--- src/rtl/nm_link_pkg.sv ---
`default_nettype none
// ============================================================================
// Module      : nm_link_pkg
// Description : Shared types and width helpers for the NM serial link
//               controller. Holds the per-lane FSM state encoding and the
//               functions that size the bit, divider and timeout counters.
// Revision    : 1.0 - initial release
// ============================================================================
package nm_link_pkg;

  typedef enum logic [2:0] {
    ST_IDLE = 3'd0,
    ST_SEND = 3'd1,
    ST_WAIT = 3'd2,
    ST_RECV = 3'd3,
    ST_DONE = 3'd4
  } nm_state_e;

  function automatic int max_int(input int a, input int b);
    return (a > b) ? a : b;
  endfunction

  // Bits needed to hold the value max_val without wrapping.
  function automatic int cnt_width(input int max_val);
    return (max_val < 1) ? 1 : $clog2(max_val + 1);
  endfunction

endpackage
`default_nettype wire

--- src/rtl/nm_link_chan.sv ---
`default_nettype none
// ============================================================================
// Module      : nm_link_chan
// Description : One NM lane. Serialises a command word MSB first onto
//               c2n_data/c2n_valid, optionally waits for a response start
//               bit on the synchronised n2c line, deserialises the response
//               and reports completion or timeout with single-cycle pulses.
// Ports       : clk, rst           - clock, async active-high reset
//               cmd_valid/norsp/data/ready - command handshake
//               rsp_valid/timeout  - completion pulses
//               rsp_data           - last captured response (held)
//               c2n_data/c2n_valid - serial command out
//               n2c_data           - serial response in (async to clk)
// Revision    : 1.0 - initial release
// ============================================================================
module nm_link_chan
  import nm_link_pkg::*;
#(
  parameter int CMD_W   = 32,
  parameter int RSP_W   = 32,
  parameter int CLK_DIV = 1,
  parameter int TIMEOUT = 255
) (
  input  logic             clk,
  input  logic             rst,
  input  logic             cmd_valid,
  input  logic             cmd_norsp,
  input  logic [CMD_W-1:0] cmd_data,
  output logic             cmd_ready,
  output logic             rsp_valid,
  output logic             rsp_timeout,
  output logic [RSP_W-1:0] rsp_data,
  output logic             c2n_data,
  output logic             c2n_valid,
  input  logic             n2c_data
);

  localparam int BIT_W = cnt_width(max_int(CMD_W, RSP_W));
  localparam int DIV_W = cnt_width(CLK_DIV);
  localparam int TO_W  = cnt_width(TIMEOUT);

  localparam logic [BIT_W-1:0] CMD_LAST = BIT_W'(CMD_W - 1);
  localparam logic [BIT_W-1:0] RSP_LAST = BIT_W'(RSP_W - 1);
  localparam logic [DIV_W-1:0] DIV_LAST = DIV_W'(CLK_DIV - 1);
  localparam logic [TO_W-1:0]  TO_LAST  = TO_W'(TIMEOUT - 1);

  nm_state_e        state, state_nxt;
  logic [CMD_W-1:0] cmd_sr;
  logic [RSP_W-1:0] rsp_sr;
  logic             norsp_q;
  logic [BIT_W-1:0] bit_cnt;
  logic [DIV_W-1:0] div_cnt;
  logic [TO_W-1:0]  to_cnt;
  logic             n2c_meta;
  logic             n2c_s;
  logic             div_tick;
  logic [RSP_W-1:0] rsp_shift;

  // End of one serial bit period; shared by SEND and RECV.
  assign div_tick  = (div_cnt == DIV_LAST);
  assign rsp_shift = (rsp_sr << 1) | RSP_W'(n2c_s);

  always_ff @(posedge clk or posedge rst) begin
    if (rst) begin
      n2c_meta <= 1'b0;
      n2c_s    <= 1'b0;
    end else begin
      n2c_meta <= n2c_data;
      n2c_s    <= n2c_meta;
    end
  end

  always_ff @(posedge clk or posedge rst) begin
    if (rst) state <= ST_IDLE;
    else     state <= state_nxt;
  end

  always_comb begin
    state_nxt   = state;
    cmd_ready   = 1'b0;
    c2n_valid   = 1'b0;
    c2n_data    = 1'b0;
    rsp_valid   = 1'b0;
    rsp_timeout = 1'b0;
    case (state)
      ST_IDLE: begin
        cmd_ready = 1'b1;
        if (cmd_valid) state_nxt = ST_SEND;
      end
      ST_SEND: begin
        c2n_valid = 1'b1;
        c2n_data  = cmd_sr[CMD_W-1];
        if (div_tick && (bit_cnt == CMD_LAST))
          state_nxt = norsp_q ? ST_DONE : ST_WAIT;
      end
      ST_WAIT: begin
        // A start bit arriving on the last timeout cycle still wins.
        if (n2c_s) begin
          state_nxt = ST_RECV;
        end else if (to_cnt == TO_LAST) begin
          rsp_timeout = 1'b1;
          state_nxt   = ST_IDLE;
        end
      end
      ST_RECV: begin
        if (div_tick && (bit_cnt == RSP_LAST)) state_nxt = ST_DONE;
      end
      ST_DONE: begin
        rsp_valid = 1'b1;
        state_nxt = ST_IDLE;
      end
      default: state_nxt = ST_IDLE;
    endcase
  end

  always_ff @(posedge clk or posedge rst) begin
    if (rst) begin
      cmd_sr   <= '0;
      rsp_sr   <= '0;
      rsp_data <= '0;
      norsp_q  <= 1'b0;
      bit_cnt  <= '0;
      div_cnt  <= '0;
      to_cnt   <= '0;
    end else begin
      case (state)
        ST_IDLE: begin
          bit_cnt <= '0;
          div_cnt <= '0;
          to_cnt  <= '0;
          if (cmd_valid) begin
            cmd_sr  <= cmd_data;
            norsp_q <= cmd_norsp;
          end
        end
        ST_SEND: begin
          if (div_tick) begin
            div_cnt <= '0;
            cmd_sr  <= cmd_sr << 1;
            bit_cnt <= (bit_cnt == CMD_LAST) ? '0 : bit_cnt + BIT_W'(1);
          end else begin
            div_cnt <= div_cnt + DIV_W'(1);
          end
        end
        ST_WAIT: begin
          // Counter leaves WAIT at TIMEOUT-1, so it never wraps.
          to_cnt  <= to_cnt + TO_W'(1);
          div_cnt <= '0;
          bit_cnt <= '0;
        end
        ST_RECV: begin
          // Start-bit cycle is the phase reference: sample every CLK_DIV.
          if (div_tick) begin
            div_cnt <= '0;
            rsp_sr  <= rsp_shift;
            if (bit_cnt == RSP_LAST) begin
              bit_cnt  <= '0;
              rsp_data <= rsp_shift;
            end else begin
              bit_cnt <= bit_cnt + BIT_W'(1);
            end
          end else begin
            div_cnt <= div_cnt + DIV_W'(1);
          end
        end
        default: ;
      endcase
    end
  end

endmodule
`default_nettype wire

--- src/rtl/nm_link_ctrl.sv ---
`default_nettype none
// ============================================================================
// Module      : nm_link_ctrl
// Description : NUM_CH independent NM serial link engines between the APB
//               register front end and the NM pads. Each lane is a separate
//               nm_link_chan; this level only slices the flattened buses.
// Ports       : PCLK, PRESET        - clock, async active-high reset
//               cmd_valid/norsp/data/ready - per-lane command handshake
//               rsp_valid/rsp_timeout - per-lane completion pulses
//               rsp_data            - per-lane last response
//               C2N_DATA/C2N_VALID  - serial command lanes
//               N2C_DATA            - serial response lanes
// Revision    : 1.0 - initial release
// ============================================================================
module nm_link_ctrl
  import nm_link_pkg::*;
#(
  parameter int NUM_CH  = 4,
  parameter int CMD_W   = 32,
  parameter int RSP_W   = 32,
  parameter int CLK_DIV = 1,
  parameter int TIMEOUT = 255
) (
  input  logic                    PCLK,
  input  logic                    PRESET,
  input  logic [NUM_CH-1:0]       cmd_valid,
  input  logic [NUM_CH-1:0]       cmd_norsp,
  input  logic [NUM_CH*CMD_W-1:0] cmd_data,
  output logic [NUM_CH-1:0]       cmd_ready,
  output logic [NUM_CH-1:0]       rsp_valid,
  output logic [NUM_CH-1:0]       rsp_timeout,
  output logic [NUM_CH*RSP_W-1:0] rsp_data,
  output logic [NUM_CH-1:0]       C2N_DATA,
  output logic [NUM_CH-1:0]       C2N_VALID,
  input  logic [NUM_CH-1:0]       N2C_DATA
);

  for (genvar i = 0; i < NUM_CH; i++) begin : g_chan
    nm_link_chan #(
      .CMD_W   (CMD_W),
      .RSP_W   (RSP_W),
      .CLK_DIV (CLK_DIV),
      .TIMEOUT (TIMEOUT)
    ) u_chan (
      .clk         (PCLK),
      .rst         (PRESET),
      .cmd_valid   (cmd_valid[i]),
      .cmd_norsp   (cmd_norsp[i]),
      .cmd_data    (cmd_data[i*CMD_W +: CMD_W]),
      .cmd_ready   (cmd_ready[i]),
      .rsp_valid   (rsp_valid[i]),
      .rsp_timeout (rsp_timeout[i]),
      .rsp_data    (rsp_data[i*RSP_W +: RSP_W]),
      .c2n_data    (C2N_DATA[i]),
      .c2n_valid   (C2N_VALID[i]),
      .n2c_data    (N2C_DATA[i])
    );
  end

endmodule
`default_nettype wire
--- config.mk ---
export PLATFORM = sky130hd
export DESIGN_NAME = nm_link_ctrl
export DESIGN_NICKNAME = d
export VERILOG_FILES = /design/src/rtl/nm_link_pkg.sv /design/src/rtl/nm_link_chan.sv /design/src/rtl/nm_link_ctrl.sv
export SDC_FILE = /design/constraint.sdc
export NUM_CORES = 1
export LEC_CHECK = 0
export CORE_MARGIN = 2
export CORE_UTILIZATION = 58
export DETAILED_ROUTE_END_ITERATION = 7
export PLACE_DENSITY = 0.85
export SLEW_MARGIN = 20
export SYNTH_ARGS = -nofsm -noshare
export SYNTH_HDL_FRONTEND = slang
export SYNTH_SLANG_ARGS = --single-unit
--- constraint.sdc ---
create_clock -name PCLK -period 35 [get_ports PCLK]
set_clock_uncertainty 0.15 [all_clocks]
set_input_delay 7 -clock PCLK [delete_from_list [all_inputs] [get_ports PCLK]]
set_output_delay 7 -clock PCLK [all_outputs]
set_load 0.01 [all_outputs]
==> results of run 1 <==
[critical path: stages, from the launching register on]
cell and delay [ns]:
sky130_fd_sc_hd__dfrtp_1 0.58, sky130_fd_sc_hd__or3b_2 0.86, sky130_fd_sc_hd__inv_1 0.15, sky130_fd_sc_hd__and2_1 0.13, sky130_fd_sc_hd__clkdlybuf4s50_1 0.52
[cell families after synthesis]
group | after synthesis | synth area share
DFF | 460 | 0.606
and+or+nand+nor | 455 | 0.106
muxes | 273 | 0.167
AOI/OAI and AO/OA | 228 | 0.0736
buffers and inverters | 128 | 0.0389
adders and majority gates | 12 | 0.00790
xor gates and xnor gates | 2 | 0.000922
[power by group through the flow]
stage	clock network (µW)	registers [µW]	logic, µW
after detailed placement	0	716	338
final	518	710	337
after floorplan	0	689	285
after global placement	0	710	320
after global routing	550	724	378
after CTS	527	709	340
[stage by stage]
step / hold WS (ns) / setup WS [ns]
finish: 0.195 / 25.05
detailed placement: 0.185 / 24.90
global route: 0.213 / 24.93
CTS: 0.199 / 25.04
global placement: 0.182 / 24.95
floorplan: 0.181 / 15.02
[cell type report]
class                   count  area [µm²]  area share
clock buffers              67        1410      0.0601
multi-input cells         970        6760       0.287
flip-flops and latches    460       11500       0.489
repair buffers            301        2980       0.127
inverters                  22        90.1     0.00383
well taps                 442         553      0.0235
clock inverters            14         204     0.00867
diodes                      6        15.0    0.000638
[flip-flops by register name, summed over array words and instances, names as in the netlist]
signal                  count
g_chan.u_chan.bit_cnt      24
g_chan.u_chan.cmd_sr      128
g_chan.u_chan.n2c_meta      4
g_chan.u_chan.n2c_s         4
g_chan.u_chan.norsp_q       4
g_chan.u_chan.rsp_data    128
g_chan.u_chan.rsp_sr      124
g_chan.u_chan.state        12
g_chan.u_chan.to_cnt       32
[worst paths after layout]
kind	startpoint	end	cells after the start
min in group asynchronous	PRESET	g_chan[3].u_chan.cmd_sr[23]	2
setup / recovery	g_chan[2].u_chan.state[1]	C2N_DATA[2]	4
hold / removal	g_chan[1].u_chan.n2c_meta	g_chan[1].u_chan.n2c_s	0
max in group asynchronous	PRESET	g_chan[0].u_chan.rsp_data[18]	4
hold reg to reg	g_chan[1].u_chan.n2c_meta	g_chan[1].u_chan.n2c_s	0
setup reg to reg	g_chan[0].u_chan.state[2]	g_chan[0].u_chan.cmd_sr[15]	4
[cells in the final DEF (no fill, tap or decap), types with 5 or more instances in the layout]
cell type / netlist / layout
sky130_fd_sc_hd__dfrtp_1: 460 / 460
sky130_fd_sc_hd__clkdlybuf4s50_1: 0 / 289
sky130_fd_sc_hd__nor2_1: 270 / 270
sky130_fd_sc_hd__mux2_2: 225 / 225
sky130_fd_sc_hd__o22ai_1: 127 / 127
sky130_fd_sc_hd__nand2_1: 68 / 68
sky130_fd_sc_hd__o21ai_0: 51 / 51
sky130_fd_sc_hd__clkbuf_16: 0 / 49
sky130_fd_sc_hd__nand3_1: 31 / 31
sky130_fd_sc_hd__mux2_4: 30 / 30
sky130_fd_sc_hd__inv_1: 22 / 21
sky130_fd_sc_hd__a21oi_1: 15 / 15
sky130_fd_sc_hd__mux2i_1: 14 / 14
sky130_fd_sc_hd__nor3_1: 13 / 13
sky130_fd_sc_hd__ha_1: 12 / 12
sky130_fd_sc_hd__clkbuf_8: 3 / 12
sky130_fd_sc_hd__buf_4: 35 / 12
sky130_fd_sc_hd__and3_1: 11 / 11
sky130_fd_sc_hd__a22o_1: 9 / 9
sky130_fd_sc_hd__o31ai_1: 9 / 9
sky130_fd_sc_hd__or2_2: 8 / 8
sky130_fd_sc_hd__diode_2: 0 / 6
sky130_fd_sc_hd__nor2b_1: 6 / 6
sky130_fd_sc_hd__nand4_1: 6 / 6
sky130_fd_sc_hd__clkbuf_1: 20 / 6
sky130_fd_sc_hd__clkinv_2: 0 / 6
sky130_fd_sc_hd__nand2b_1: 5 / 5
sky130_fd_sc_hd__bufinv_16: 0 / 5
[cell usage after synthesis (3+ instances only)]
master                     count  area, µm²
sky130_fd_sc_hd__mux2_4       30        450
sky130_fd_sc_hd__nand2_1      68        255
sky130_fd_sc_hd__nand4_1       6       37.5
sky130_fd_sc_hd__nor3_1       13       65.1
sky130_fd_sc_hd__o211ai_1      4       30.0
sky130_fd_sc_hd__or3_1         4       25.0
sky130_fd_sc_hd__a21oi_1      15       75.1
sky130_fd_sc_hd__nor3b_1       4       30.0
sky130_fd_sc_hd__ha_1         12        150
sky130_fd_sc_hd__o31ai_1       9       67.6
sky130_fd_sc_hd__mux2_2      225       2530
sky130_fd_sc_hd__buf_12        3       60.1
sky130_fd_sc_hd__inv_1        22       82.6
sky130_fd_sc_hd__nor4_1        3       18.8
sky130_fd_sc_hd__nand3_1      31        155
sky130_fd_sc_hd__nor2_1      270       1010
sky130_fd_sc_hd__dfrtp_1     460      11500
sky130_fd_sc_hd__a21o_1        4       30.0
sky130_fd_sc_hd__a31oi_1       3       18.8
sky130_fd_sc_hd__mux2i_1      14        140
sky130_fd_sc_hd__or4b_1        4       40.0
sky130_fd_sc_hd__buf_2        33        165
sky130_fd_sc_hd__nor2b_1       6       37.5
sky130_fd_sc_hd__buf_1        11       41.3
sky130_fd_sc_hd__buf_4        35        263
sky130_fd_sc_hd__a22o_1        9       78.8
sky130_fd_sc_hd__mux2_1        4       45.0
sky130_fd_sc_hd__clkbuf_8      3       41.3
sky130_fd_sc_hd__or2_2         8       50.1
sky130_fd_sc_hd__and3_1       11       68.8
sky130_fd_sc_hd__or3b_2        4       35.0
sky130_fd_sc_hd__nand2b_1      5       31.3
sky130_fd_sc_hd__o21ai_0      51        255
sky130_fd_sc_hd__o22ai_1     127        795
sky130_fd_sc_hd__clkbuf_1     20       75.1
[layer usage]
| metal | vias to the layer above | GRT usage | part of all wire | wire length (µm) |
|---|---|---|---|---|
| li1 | 5934 | - | - | - |
| met1 | 6439 | 0.306 | 0.41 | 17000 |
| met2 | 334 | 0.410 | 0.50 | 20600 |
| met3 | 88 | 0.0598 | 0.061 | 2540 |
| met4 | 4 | 0.0803 | 0.028 | 1150 |
| met5 | - | 0 | 0.00063 | 26 |
==> impl_summary.md, run 1 <==
Clock network
The CTS tree is done. The clock latency on the worst-skew pair is 0.54 ns. After clock tree synthesis, the clock-pin slew on the worst setup and hold paths is 0.06 ns. In this run the deepest clock path goes through 3 buffers.

The H-tree depth reported by CTS is 2. Clock tree synthesis selected as its root buffer the cell sky130_fd_sc_hd__clkbuf_16. The hold-fix buffer count after cts is 0. In this run, CTS created clock tree buffers numbering 47. The number of gates resized after cts is 0. The total clock sinks is 460. The buffer count from post-CTS setup fixing is 0.

Floorplan
The number of I/O pins is 290. In this run the standard cell core region covers roughly 32000 µm². The width of the die is 185 µm. The number of rows in the core area is 66.

The die span in y is 185 µm. The floorplan step defined a die boundary enclosing 34200 µm². For this configuration, the core starts out at a cell density of 0.587.

Routing
The total wire length is 41300 µm. After detailed routing, the number of remaining DRC violations is 0. Dividing the detail-routed via count by the number of cells gives between 5 and 6. The number of detailed-routing iterations run before antenna repair is 5. The detail route stage leaves a number of antenna-violating nets equal to 0. The routed length per instance is 18.1 µm.

The starting DRC count in detailed routing is between 700 and 800. The routed layout has 12800 vias.

Global route
The number of antenna violations at the first check in global routing is 9. The pin count of the biggest net entering global routing is 101. The overflow left after global routing is 0. The number of global-route vias before repair was ~13000. For this run, the total global-route usage over all layers was measured as 0.242.

The global-route wire length before repair is roughly 66000 µm.

Power
The power density relative to cell area is 66.5 nW/µm². Across the VDD grid, the largest voltage drop is 0.0417 mV. The share of total power dissipated in combinational logic is 0.216. The leakage power figure is 0.0107 µW. The overall power after layout is between 1500 and 2000 µW. Of the total power, the share spent switching nets is 0.298. For this design the total switching power over the nets is around 470 µW. The clock network fraction of design power is 0.331.

Of the total power, registers draw 0.454. The internal power of the cells is around 1100 µW.

Timing
The max-slew violation count is 0. In the finished design, the share of the clock period the worst path needs comes to 0.284. The highest clock rate is 100 MHz. After layout, the minimum clock period comes to 9.95 ns. The total negative slack is 0 ns. The worst slew margin relative to its limit is 0.334.

For the pin with the worst max-slew slack, the measured transition is between 0.9 and 1 ns. Setup violations remaining at the end of the flow were counted as 0. The number of endpoints with negative hold slack in the final report is 0. Setup repair after global routing left no endpoint under its margin.

Synth
After synthesis, the mean cell area works out to roughly 12 µm². The total nets after synthesis is approximately 1700. Synthesis produced a netlist whose cell count is 1558. Summing every instance area after synthesis gives 19000 µm². In this run, synthesis inferred 0 flip-flops with an integrated enable. The share of the Yosys chip area taken by registers is 0.606.

The fraction of registers with async set or reset after synthesis is 1.00. The flip-flop and latch count after synthesis is 460. The count of warnings emitted by yosys is 0.

The flip-flop cell with the highest count after synthesis is sky130_fd_sc_hd__dfrtp_1. After synthesis, the netlist uses 55 different library cells.

Layout
The post-route non-filler standard cell count is 2282. At the end of the flow the core is filled with cells to 0.727. After routing the design area is 23500 µm².

For this run, the post-layout net count is 1956. The share of post-route cells with drive strength above 1 is 0.198. The layout has ~2200 filler cells. The synthesis-to-layout area growth is 23.8%.

Setup path
The worst endpoint required time is 27.85 ns. The endpoint type of the worst setup path is an output pin. The category of the most critical setup path is reg -> out. The startpoint kind of the worst setup timing path is a flip-flop. The worst register-to-register path has a setup slack of 31.99 ns. The worst-path maximum fanout is 35. The data arrival time of the critical path is 2.80 ns.

Placement
The quantity of I/O buffers inserted on ports is slightly below 300. Summed over all nets, the half-perimeter wirelength after detailed placement is 27200 µm. At the end of routability-driven placement, the weighted congestion stood at between 0.8 and 0.9. Once placement completed, the tool counted placed cells totaling 2195. The post-placement cell area is 21900 µm².

Min path
The kind of path behind the tightest hold check is reg -> reg.

Run
The tool flagged a number of max-cap violations equal to 0.

Status
The run finished with clean final reports.
(Power assumes the default switching activity.)
==> inputs of run 2 (changes only) <==
Settings changed: CORE_UTILIZATION 58 to 49, PLACE_DENSITY 0.85 to 0.76.
Clock period 35 ns to 9.1 ns, I/O delays scaled along.
==> run 2 against run 1 <==
  * Cell count up 3.7%
  * Critical path depth unchanged
  * Register-to-register slack got worse by 26 ns
  * Utilization is 11 points lower
  * Die area grew 18%
  * First-iteration DRC count fell by 9.1%
  * Clock-buffer cell count fell by 3
  * Flip-flop and latch count is the same
  * Setup slack worse by 21 ns
  * Via count down 1.6%
  * Clock power rose to 4.1 times the previous value
  * Sequential power grew to 3.8 times the previous value
  * Critical path type unchanged
==> impl_summary.md, run 2 (same netlist as run 1, synthesis figures left out) <==
Layout
The share of post-route cells with drive strength above 1 is 0.203. Leaving out fill and tap cells, the most frequent cell in the layout is sky130_fd_sc_hd__dfrtp_1. The synthesis-to-layout area growth is 25.4%.

The number of nets in the finished design is 1960. The top cell types in the final layout, fill and taps aside, are sky130_fd_sc_hd__dfrtp_1 (460), sky130_fd_sc_hd__clkdlybuf4s50_1 (289), sky130_fd_sc_hd__nor2_1 (270). The final cell area excluding filler cells is 23800 µm². In the final layout, the registers with the most flip-flops are g_chan.u_chan.cmd_sr: 128 flops, g_chan.u_chan.rsp_data: 128 flops, g_chan.u_chan.rsp_sr: 124 flops.

Power
The power density relative to cell area is 259 nW/µm². For this design the total switching power over the nets is roughly 1800 µW. In this run the static leakage power is 0.0108 µW.

The switching share of power is 0.295. Of the total power, the clock network draws 0.347. Of the total power, combinational logic draws 0.212. The worst-case IR drop observed on VDD is 0.234 mV.

The internal power of the cells is between 4000 and 5000 µW. Of the total power, registers draw 0.441.

Placement
The estimated wirelength of the detail-placed design is 26400 µm. The count of buffers added on input and output ports is 289. The congestion estimate from routability-driven global placement came to around 0.81. Summing all placed instances gives a cell area of 22000 µm².

Floorplan
Row generation in the floorplan step produced 72 rows. In this run the standard cell core region covers 38500 µm². From left edge to right edge, the die measures 201 µm. The number of I/O pins is 290. The die outline area is 40400 µm². For this configuration, the core starts out at a cell density of 0.494. The die span in y is 201 µm.

Routing
The final antenna-violating net count is 0. After detailed routing, the total wire length is 40300 µm. For this block, the via count after detailed routing is around 13000. The routed length per instance is 17.0 µm. The average vias per placed instance is 5.32. In the routed design, unresolved DRC markers number 0.

The first detailed-routing pass ran for 5 iterations. The starting DRC count in detailed routing is 697.

Setup path
The critical path goes through or3b_2, inv_1, and2_1, clkdlybuf4s50_1. At the worst endpoint, the required time is 7.13 ns. STA puts the critical path data arrival time at 2.83 ns. In this run the worst path has a maximum fanout of 35. The highest cell delay on the worst timing path is slightly below 0.9 ns.

STA classifies the critical path endpoint as an output pin. The worst setup path is launched from a flip-flop. The category of the most critical setup path is reg -> out. The slowest library cell on the worst path is sky130_fd_sc_hd__or3b_2.

Timing
Setup repair after global routing left no endpoint under its margin. The routed design could run at a clock period as short as 4.80 ns. The worst pin sits at a relative slew slack of 0.348. The max-slew violation count came to 0. The highest clock rate is 208 MHz. The number of endpoints with negative hold slack in the final report is 0. The total setup violations reported at the end of the flow is 0. Adding up every negative setup slack in the final design gives 0 ns.

The slew at the pin with the worst max-slew slack is 0.975 ns. In the finished design, the share of the clock period the worst path needs comes to 0.528.

Global route
The first global-routing pass estimated 67100 µm of wire. For this run the aggregate overflow at the end of global routing stands at 0. The number of antenna violations at the first check in global routing is 7. The aggregate global-route resource usage is 0.202.

The number of global-route vias before repair came to 13000. The pin count of the biggest net entering global routing is 178.

Clock network
The number of buffers created by CTS is 48. TritonCTS built the clock tree. Clock tree synthesis found a total of 460 sinks. The clock passes through at most 3 buffers. The number of setup buffers added after CTS is 0. The clock root buffer master is sky130_fd_sc_hd__clkbuf_16.

After clock tree synthesis, the clock-pin slew on the worst setup and hold paths is 0.06 ns. Gates resized during post-CTS repair numbered 0. Buffers inserted to repair hold after CTS numbered 0. The H-tree depth reported by CTS is 2. The clock latency on the worst-skew pair is 0.57 ns.

Min path
The tightest min-delay check is of the reg -> reg type.

Status
The flow ran to the end, and the final reports show no timing, DRC or antenna violations.

Run
Across the run, the number of max-cap violations was 0.
[run 2: metal layers]
metal / part of all wire / vias up / GRT usage
met5: 0.0012 / - / 0
met3: 0.059 / 91 / 0.0526
met4: 0.037 / 6 / 0.0839
met1: 0.42 / 6268 / 0.255
li1: - / 5950 / -
met2: 0.48 / 279 / 0.332
[run 2: path summary, 6_finish.rpt]
kind | slack [ns] | end | depth (start not counted) | startpoint
worst max register to register | 6.26 | g_chan[2].u_chan.cmd_sr[16] | 4 | g_chan[2].u_chan.state[1]
worst min-delay path | 0.20 | g_chan[1].u_chan.n2c_s | 0 | g_chan[1].u_chan.n2c_meta
worst max-delay path | 4.30 | C2N_DATA[2] | 4 | g_chan[2].u_chan.state[1]
max in group asynchronous | 5.84 | g_chan[2].u_chan.rsp_data[19] | 5 | PRESET
worst min register to register | 0.20 | g_chan[1].u_chan.n2c_s | 0 | g_chan[1].u_chan.n2c_meta
min in group asynchronous | 1.45 | g_chan[1].u_chan.to_cnt[5] | 2 | PRESET
[run 2: final cells by class]
type | count | area [µm²]
diodes | 4 | 10.0
clock buffers | 64 | 1400
clock inverters | 24 | 360
fillers | 2960 | 14600
inverters | 22 | 86.3
multi-input cells | 970 | 6760
flip-flops and latches | 460 | 11500
well taps | 518 | 648
repair buffers | 304 | 3060
[run 2: through the flow]
stage / cells / setup WS (ns) / util / power (µW) / hold slack (ns)
2_1_floorplan: 1558 / 0.905 / - / 3750 / 0.181
3_3_place_gp: 2272 / 4.91 / 0.572 / 3980 / 0.183
3_5_place_dp: 2272 / 4.82 / 0.572 / 4060 / 0.185
4_1_cts: 2360 / 4.27 / 0.618 / 6240 / 0.201
5_1_grt: 2364 / 4.16 / 0.620 / 6540 / 0.214
6_report: 2366 / 4.30 / 0.620 / 6170 / 0.196
[run 2: worst max-delay path, delay by kind of cell, from the launching register on]
| kind | cells | cell delay, ns |
|---|---|---|
| AND/OR/NAND/NOR | 2 | 1.00 |
| flip-flops | 1 | 0.57 |
| buffers and inverters | 2 | 0.68 |
[run 2: power by group through the flow]
stage	logic [µW]	clock network, µW	registers [µW]
3_3_place_gp	1250	0	2730
5_1_grt	1480	2280	2780
2_1_floorplan	1100	0	2650
6_report	1310	2140	2720
3_5_place_dp	1320	0	2750
4_1_cts	1320	2200	2720
